`src/rtl/rggen_bit_field_w1s_req_if.sv`:
```
// Register-bus view of one bit field: the decoded access plus the data the field returns.
interface rggen_bit_field_w1s_req_if #(
  parameter int WIDTH = 8
);
  logic             valid;
  logic [WIDTH-1:0] read_mask;
  logic [WIDTH-1:0] write_mask;
  logic [WIDTH-1:0] write_data;
  logic [WIDTH-1:0] read_data;
  logic [WIDTH-1:0] value;

  modport master (
    output valid, read_mask, write_mask, write_data,
    input  read_data, value
  );

  modport slave (
    input  valid, read_mask, write_mask, write_data,
    output read_data, value
  );
endinterface

```
`src/rtl/rggen_bit_field_w1s_req.sv`:
```
// Write-1-to-set request field: software sets per-bit requests, hardware clears them with i_ack.
// Optional sticky overrun flags are built when RGGEN_BIT_FIELD_W1S_REQ_OVERRUN_EN is defined.
module rggen_bit_field_w1s_req #(
  parameter int               WIDTH         = 8,
  parameter logic [WIDTH-1:0] INITIAL_VALUE = {WIDTH{1'b0}}
) (
  input  logic                       i_clk,
  input  logic                       i_rst,
  rggen_bit_field_w1s_req_if.slave   bit_field_if,
  input  logic [WIDTH-1:0]           i_ack,
  output logic [WIDTH-1:0]           o_request,
  output logic [WIDTH-1:0]           o_trigger,
  output logic [WIDTH-1:0]           o_overrun
);
  logic             write_access_s;
  logic [WIDTH-1:0] set_s;
  logic [WIDTH-1:0] pending_next_s;
  logic [WIDTH-1:0] pending_r;
  logic [WIDTH-1:0] trigger_r;

  // Set wins over ack on the same bit, so a re-request is never lost.
  always_comb begin
    write_access_s = bit_field_if.valid && (|bit_field_if.write_mask);
    set_s          = {WIDTH{write_access_s}} & bit_field_if.write_mask & bit_field_if.write_data;
    pending_next_s = (pending_r & ~i_ack) | set_s;
  end

  always_ff @(posedge i_clk or posedge i_rst) begin
    if (i_rst) begin
      pending_r <= INITIAL_VALUE;
      trigger_r <= {WIDTH{1'b0}};
    end else begin
      pending_r <= pending_next_s;
      trigger_r <= set_s;
    end
  end

`ifdef RGGEN_BIT_FIELD_W1S_REQ_OVERRUN_EN
  logic             read_access_s;
  logic [WIDTH-1:0] overrun_next_s;
  logic [WIDTH-1:0] overrun_r;

  // A new overrun beats the clearing read in the same cycle.
  always_comb begin
    read_access_s = bit_field_if.valid && (|bit_field_if.read_mask);
    if (read_access_s) begin
      overrun_next_s = set_s & pending_r & ~i_ack;
    end else begin
      overrun_next_s = overrun_r | (set_s & pending_r & ~i_ack);
    end
  end

  always_ff @(posedge i_clk or posedge i_rst) begin
    if (i_rst) begin
      overrun_r <= {WIDTH{1'b0}};
    end else begin
      overrun_r <= overrun_next_s;
    end
  end

  assign o_overrun = overrun_r;
`else
  assign o_overrun = {WIDTH{1'b0}};
`endif

  assign o_request              = pending_r;
  assign o_trigger              = trigger_r;
  assign bit_field_if.read_data = pending_r;
  assign bit_field_if.value     = pending_r;
endmodule
```
`src/flat_wrapper.sv`:
```
// flat-port wrapper written by rule: the top's interface ports become plain ports
module rggen_bit_field_w1s_req_flat 
#(
  parameter int               WIDTH         = 8,
  parameter logic [WIDTH-1:0] INITIAL_VALUE = {WIDTH{1'b0}}
)
  (i_clk, i_rst, i_ack, o_request, o_trigger, o_overrun, bit_field_if_valid, bit_field_if_read_mask, bit_field_if_write_mask, bit_field_if_write_data, bit_field_if_read_data, bit_field_if_value);
  rggen_bit_field_w1s_req_if #(.WIDTH(WIDTH)) bit_field_if_i ();
  input  logic i_clk;
  input  logic i_rst;
  input  logic [WIDTH-1:0] i_ack;
  output logic [WIDTH-1:0] o_request;
  output logic [WIDTH-1:0] o_trigger;
  output logic [WIDTH-1:0] o_overrun;
  input wire logic [$bits(bit_field_if_i.valid)-1:0] bit_field_if_valid;
  input wire logic [$bits(bit_field_if_i.read_mask)-1:0] bit_field_if_read_mask;
  input wire logic [$bits(bit_field_if_i.write_mask)-1:0] bit_field_if_write_mask;
  input wire logic [$bits(bit_field_if_i.write_data)-1:0] bit_field_if_write_data;
  output wire logic [$bits(bit_field_if_i.read_data)-1:0] bit_field_if_read_data;
  output wire logic [$bits(bit_field_if_i.value)-1:0] bit_field_if_value;
  assign bit_field_if_i.valid = bit_field_if_valid;
  assign bit_field_if_i.read_mask = bit_field_if_read_mask;
  assign bit_field_if_i.write_mask = bit_field_if_write_mask;
  assign bit_field_if_i.write_data = bit_field_if_write_data;
  assign bit_field_if_read_data = bit_field_if_i.read_data;
  assign bit_field_if_value = bit_field_if_i.value;
  rggen_bit_field_w1s_req #(.WIDTH(WIDTH), .INITIAL_VALUE(INITIAL_VALUE)) u_core (.i_clk(i_clk), .i_rst(i_rst), .bit_field_if(bit_field_if_i), .i_ack(i_ack), .o_request(o_request), .o_trigger(o_trigger), .o_overrun(o_overrun));
endmodule
```
`config.mk`:
```
export PLATFORM = sky130hd
export DESIGN_NAME = rggen_bit_field_w1s_req_flat
export DESIGN_NICKNAME = d
export VERILOG_FILES = /design/src/rtl/rggen_bit_field_w1s_req_if.sv /design/src/rtl/rggen_bit_field_w1s_req.sv /design/src/flat_wrapper.sv
export SDC_FILE = /design/constraint.sdc
export NUM_CORES = 1
export LEC_CHECK = 0
export BUFFER_PORTS_ARGS = -buffer_cell sky130_fd_sc_hd__buf_4
export CORE_UTILIZATION = 34
export DETAILED_ROUTE_END_ITERATION = 16
export PLACE_DENSITY_LB_ADDON = 0.05
export REMOVE_ABC_BUFFERS = 1
export SYNTH_ARGS = -nofsm -noshare
export SYNTH_HDL_FRONTEND = slang
export SYNTH_SLANG_ARGS = --single-unit
```
`constraint.sdc`:
```
create_clock -name i_clk -period 0.8 [get_ports i_clk]
set_input_delay 0.08 -clock i_clk [delete_from_list [all_inputs] [get_ports i_clk]]
set_output_delay 0.08 -clock i_clk [all_outputs]
set_load 0.005 [all_outputs]
```
### Word-level counts from Yosys, hierarchy flattened

Cells that the tools add are included.

* reduce and logical (&&, ||, !) cells: 2
* bitwise operators: 5

Operator list (count)
* $and 8x8->8: 3
* $not 8->8: 1
* $or 8x8->8: 1
* $reduce_or 8->1: 1
* $logic_and 1x1->1: 1

* input bits: 35
* word-level logic and storage cells: 9
* register bits after elaboration: 16
* output and inout port bits: 40

### Depth between registers and ports, before layout

* word-level depth: 5
* mapped depth: 2
* gate-level depth less buffers: 2

### Worst setup path before layout

No wires, ideal clock.

* kind: register -> register
* from: register u_core.pending_r[0] (netlist: u_core.bit_field_if.read_data[0])
* to: register u_core.pending_r[0] (netlist: u_core.bit_field_if.read_data[0])
* cell stages (with the launch flop): 2
* arrival: 0.542 ns
* period minus slack after synthesis: 0.660 ns
* setup time: 0.118 ns
* setup slack: 0.140 ns
* cell sequence: dfrtp_1 -> a21o_1

* cells in the longest elaborated chain, start to end: 2

RTL lines
* start: declaration: RTL line rggen_bit_field_w1s_req.sv:18 `logic [WIDTH-1:0] pending_r;`
* start signal: assignment: RTL line rggen_bit_field_w1s_req.sv:33 `pending_r <= pending_next_s;`
* $and 8x8->8: RTL line rggen_bit_field_w1s_req.sv:25 `pending_next_s = (pending_r & ~i_ack) | set_s;`
* $or 8x8->8: RTL line rggen_bit_field_w1s_req.sv:25
* via u_core.pending_next_s[0]: RTL line rggen_bit_field_w1s_req.sv:17 `logic [WIDTH-1:0] pending_next_s;`

The timed path passes the listed nets, and every way through them passes these cells.

### Final worst setup path

* from: register u_core.pending_r[7] (netlist: u_core.bit_field_if.read_data[7])
* to: output o_request[7]

RTL lines
* end: declaration: RTL line flat_wrapper.sv:12 `output logic [WIDTH-1:0] o_request;`

No word-level cell between the ends.

==> flow_summary.json <==
{
  "status": "finished, violations left",
  "violations": "negative setup slack",
  "drtPass1Iterations": 3,
  "die_area_um2": 2330,
  "ir_drop_mv": 0.888,
  "synth-seq-cells": 16,
  "antenna_found_initial": 0,
  "cp_cell_sequence": "buf_4",
  "postPlaceCellArea_um2": 1050,
  "crit_path_max_fanout": 4,
  "clock_latency_ps": 270,
  "netlist.area_leader.share": 0.550,
  "synth.most_common_cell": "buf_4",
  "slowest_stage": "dfrtp_1",
  "synth_edf_count": 0,
  "grt_pass1_wl_um": 1840,
  "cts.sinks": 16,
  "area_growth_pct": 61.3,
  "drc": 0,
  "die_w_um": 48.3,
  "synth_area_um2": 728,
  "fin_crit_ps": 935,
  "hp-class": "input pin to register",
  "drive_above_1_share": 0.593,
  "synthTopCellsByArea": "dfrtp_1 55%, buf_4 25%, a21o_1 8.2%, and3_1 6.9%, inv_1 4.6%",
  "cp-end-kind": "output port",
  "nets": 150,
  "finalWirelength_um": 1420,
  "maxCapViolCount": 0,
  "hold_viol_final": 0,
  "dpl.hpwl_um": 1080,
  "clk_pin_slew_ps": 90,
  "critPathLaunchType": "register",
  "cts-root-buf": "clkbuf_4",
  "design.portCount": 75,
  "setup_violations": 33,
  "fin_cells": 140,
  "synth.distinct_cells": 6,
  "syn_inst": 66,
  "dpl.cell_count": 135,
  "cpPeakStageDelay_ps": 430,
  "post-route-util": 0.593,
  "yosysWarnings": 0,
  "n_fill_cell": 170,
  "synthArstFlopShare": 1.00,
  "maxSlewViolCount": 0,
  "grt_overflow": 0,
  "path_delay_family": "flip-flops",
  "coreArea_um2": 1980,
  "die_y_um": 48.3,
  "num_vias": 554,
  "antenna_cells": 0,
  "synth_area_leader_cell": "dfrtp_1",
  "post_synth.cell_area_avg_um2": 11.0,
  "netlist_top_cells_count": "24 x buf_4, 16 x dfrtp_1, 9 x inv_1",
  "stdcell_area_um2": 1170,
  "rsz0062_at_grt": "true",
  "p_total_mw": 1.71,
  "cellPowerDensity_nw_per_um2": 1450,
  "ctsLongestPathBuffers": 2,
  "cts_tree": "done",
  "fp-row-count": 16,
  "cts_max_level": 1,
  "synth_flop_cell": "dfrtp_1",
  "grt_max_degree": 17,
  "crit_required_ps": 720,
  "ant_nets": 0,
  "post_drt_wl_per_cell_um": 10.1,
  "crit_type": "register to output port",
  "dp_slack_ps": 103,
  "initial_core_util": 0.367,
  "fin_skew_ps": 0,
  "period_share": 1.17,
  "io_buffer_count": 58,
  "yosysSeqAreaShare": 0.550,
  "drt_iter0_markers": 2,
  "max_freq_mhz": 1070,
  "path_buf_inv": 1,
  "setup_ws_ps": -135,
  "critical_path_arrival_ps": 850,
  "grtUsageTotal": 0.119,
  "grt_pass1_vias": 417,
  "cts_buffers": 3,
  "leakagePower_nw": 0.738,
  "gp_congestion": 0.725,
  "avgViaCountPerCell": 3.96
}
routing by layer:
metal  wire length [um]  vias to the layer above  GRT usage
met2                772                       35      0.187
met5                  0                        -          0
li1                   -                      268          -
met1                511                      251      0.144
met4                  0                        0     0.0667
met3                130                        0     0.0370
what timing repair did:
action | CTS | global route
setup endpoints to repair | 32 | 32
hold buffers | 1 | 0
gates resized for setup | 13 | 12
endpoints found under the hold margin | 16 | 0
buffers inserted | 0 | 1
sequential cells by signal (all words and copies together), names as in the netlist:
register	cells
u_core.bit_field_if.read_data	8
u_core.o_trigger	8
layout by cell type, fill, tap and decap left out, drive strengths merged:
cell type / instances
a21o: 8
dlygate4sd3: 1
buf: 60
and3: 8
inv: 9
dfrtp: 16
conb: 8
clkbuf: 3
power by group:
group,internal [mW],total [mW],leakage [nW],switching [mW]
combinational,0.284,0.400,0.518,0.116
clock,0.174,0.401,0.0138,0.227
sequential,0.858,0.907,0.206,0.0493
final timing paths:
path | start | to | slack, ps | depth (start not counted)
max in group asynchronous | i_rst | u_core.bit_field_if.read_data[6] | 250 | 4
min in group asynchronous | i_rst | u_core.o_trigger[1] | 360 | 4
setup reg to reg | u_core.bit_field_if.read_data[7] | u_core.bit_field_if.read_data[7] | -30 | 2
hold reg to reg | u_core.bit_field_if.read_data[4] | u_core.bit_field_if.read_data[4] | 550 | 1
setup / recovery | u_core.bit_field_if.read_data[7] | o_request[7] | -130 | 1
hold / removal | bit_field_if_write_mask[7] | u_core.o_trigger[7] | 60 | 2
logic make-up after synthesis:
kind of cell    Yosys count  synth area share
compound gates            8            0.0825
buf+inv                  33             0.294
flops                    16             0.550
other cells               1           0.00515
simple gates              8            0.0687
layout make-up:
class	instances	area (um^2)	share of cell area
multi-input cells	24	140	0.119
well taps	27	33.8	0.0288
flip-flops and latches	16	405	0.345
clock buffers	3	22.5	0.0192
repair buffers	61	539	0.459
inverters	9	33.8	0.0288
per-stage QoR:
| step | hold slack [ps] | TNS (ps) |
|---|---|---|
| after CTS | 52.9 | -3770 |
| final | 63.9 | -3340 |
| after floorplan | -6.26 | 0 |
| after detailed placement | 108 | 0 |
| after global routing | 58.1 | -4430 |
| after global placement | 104 | 0 |
Note: power is estimated with default switching activity, not from simulation.
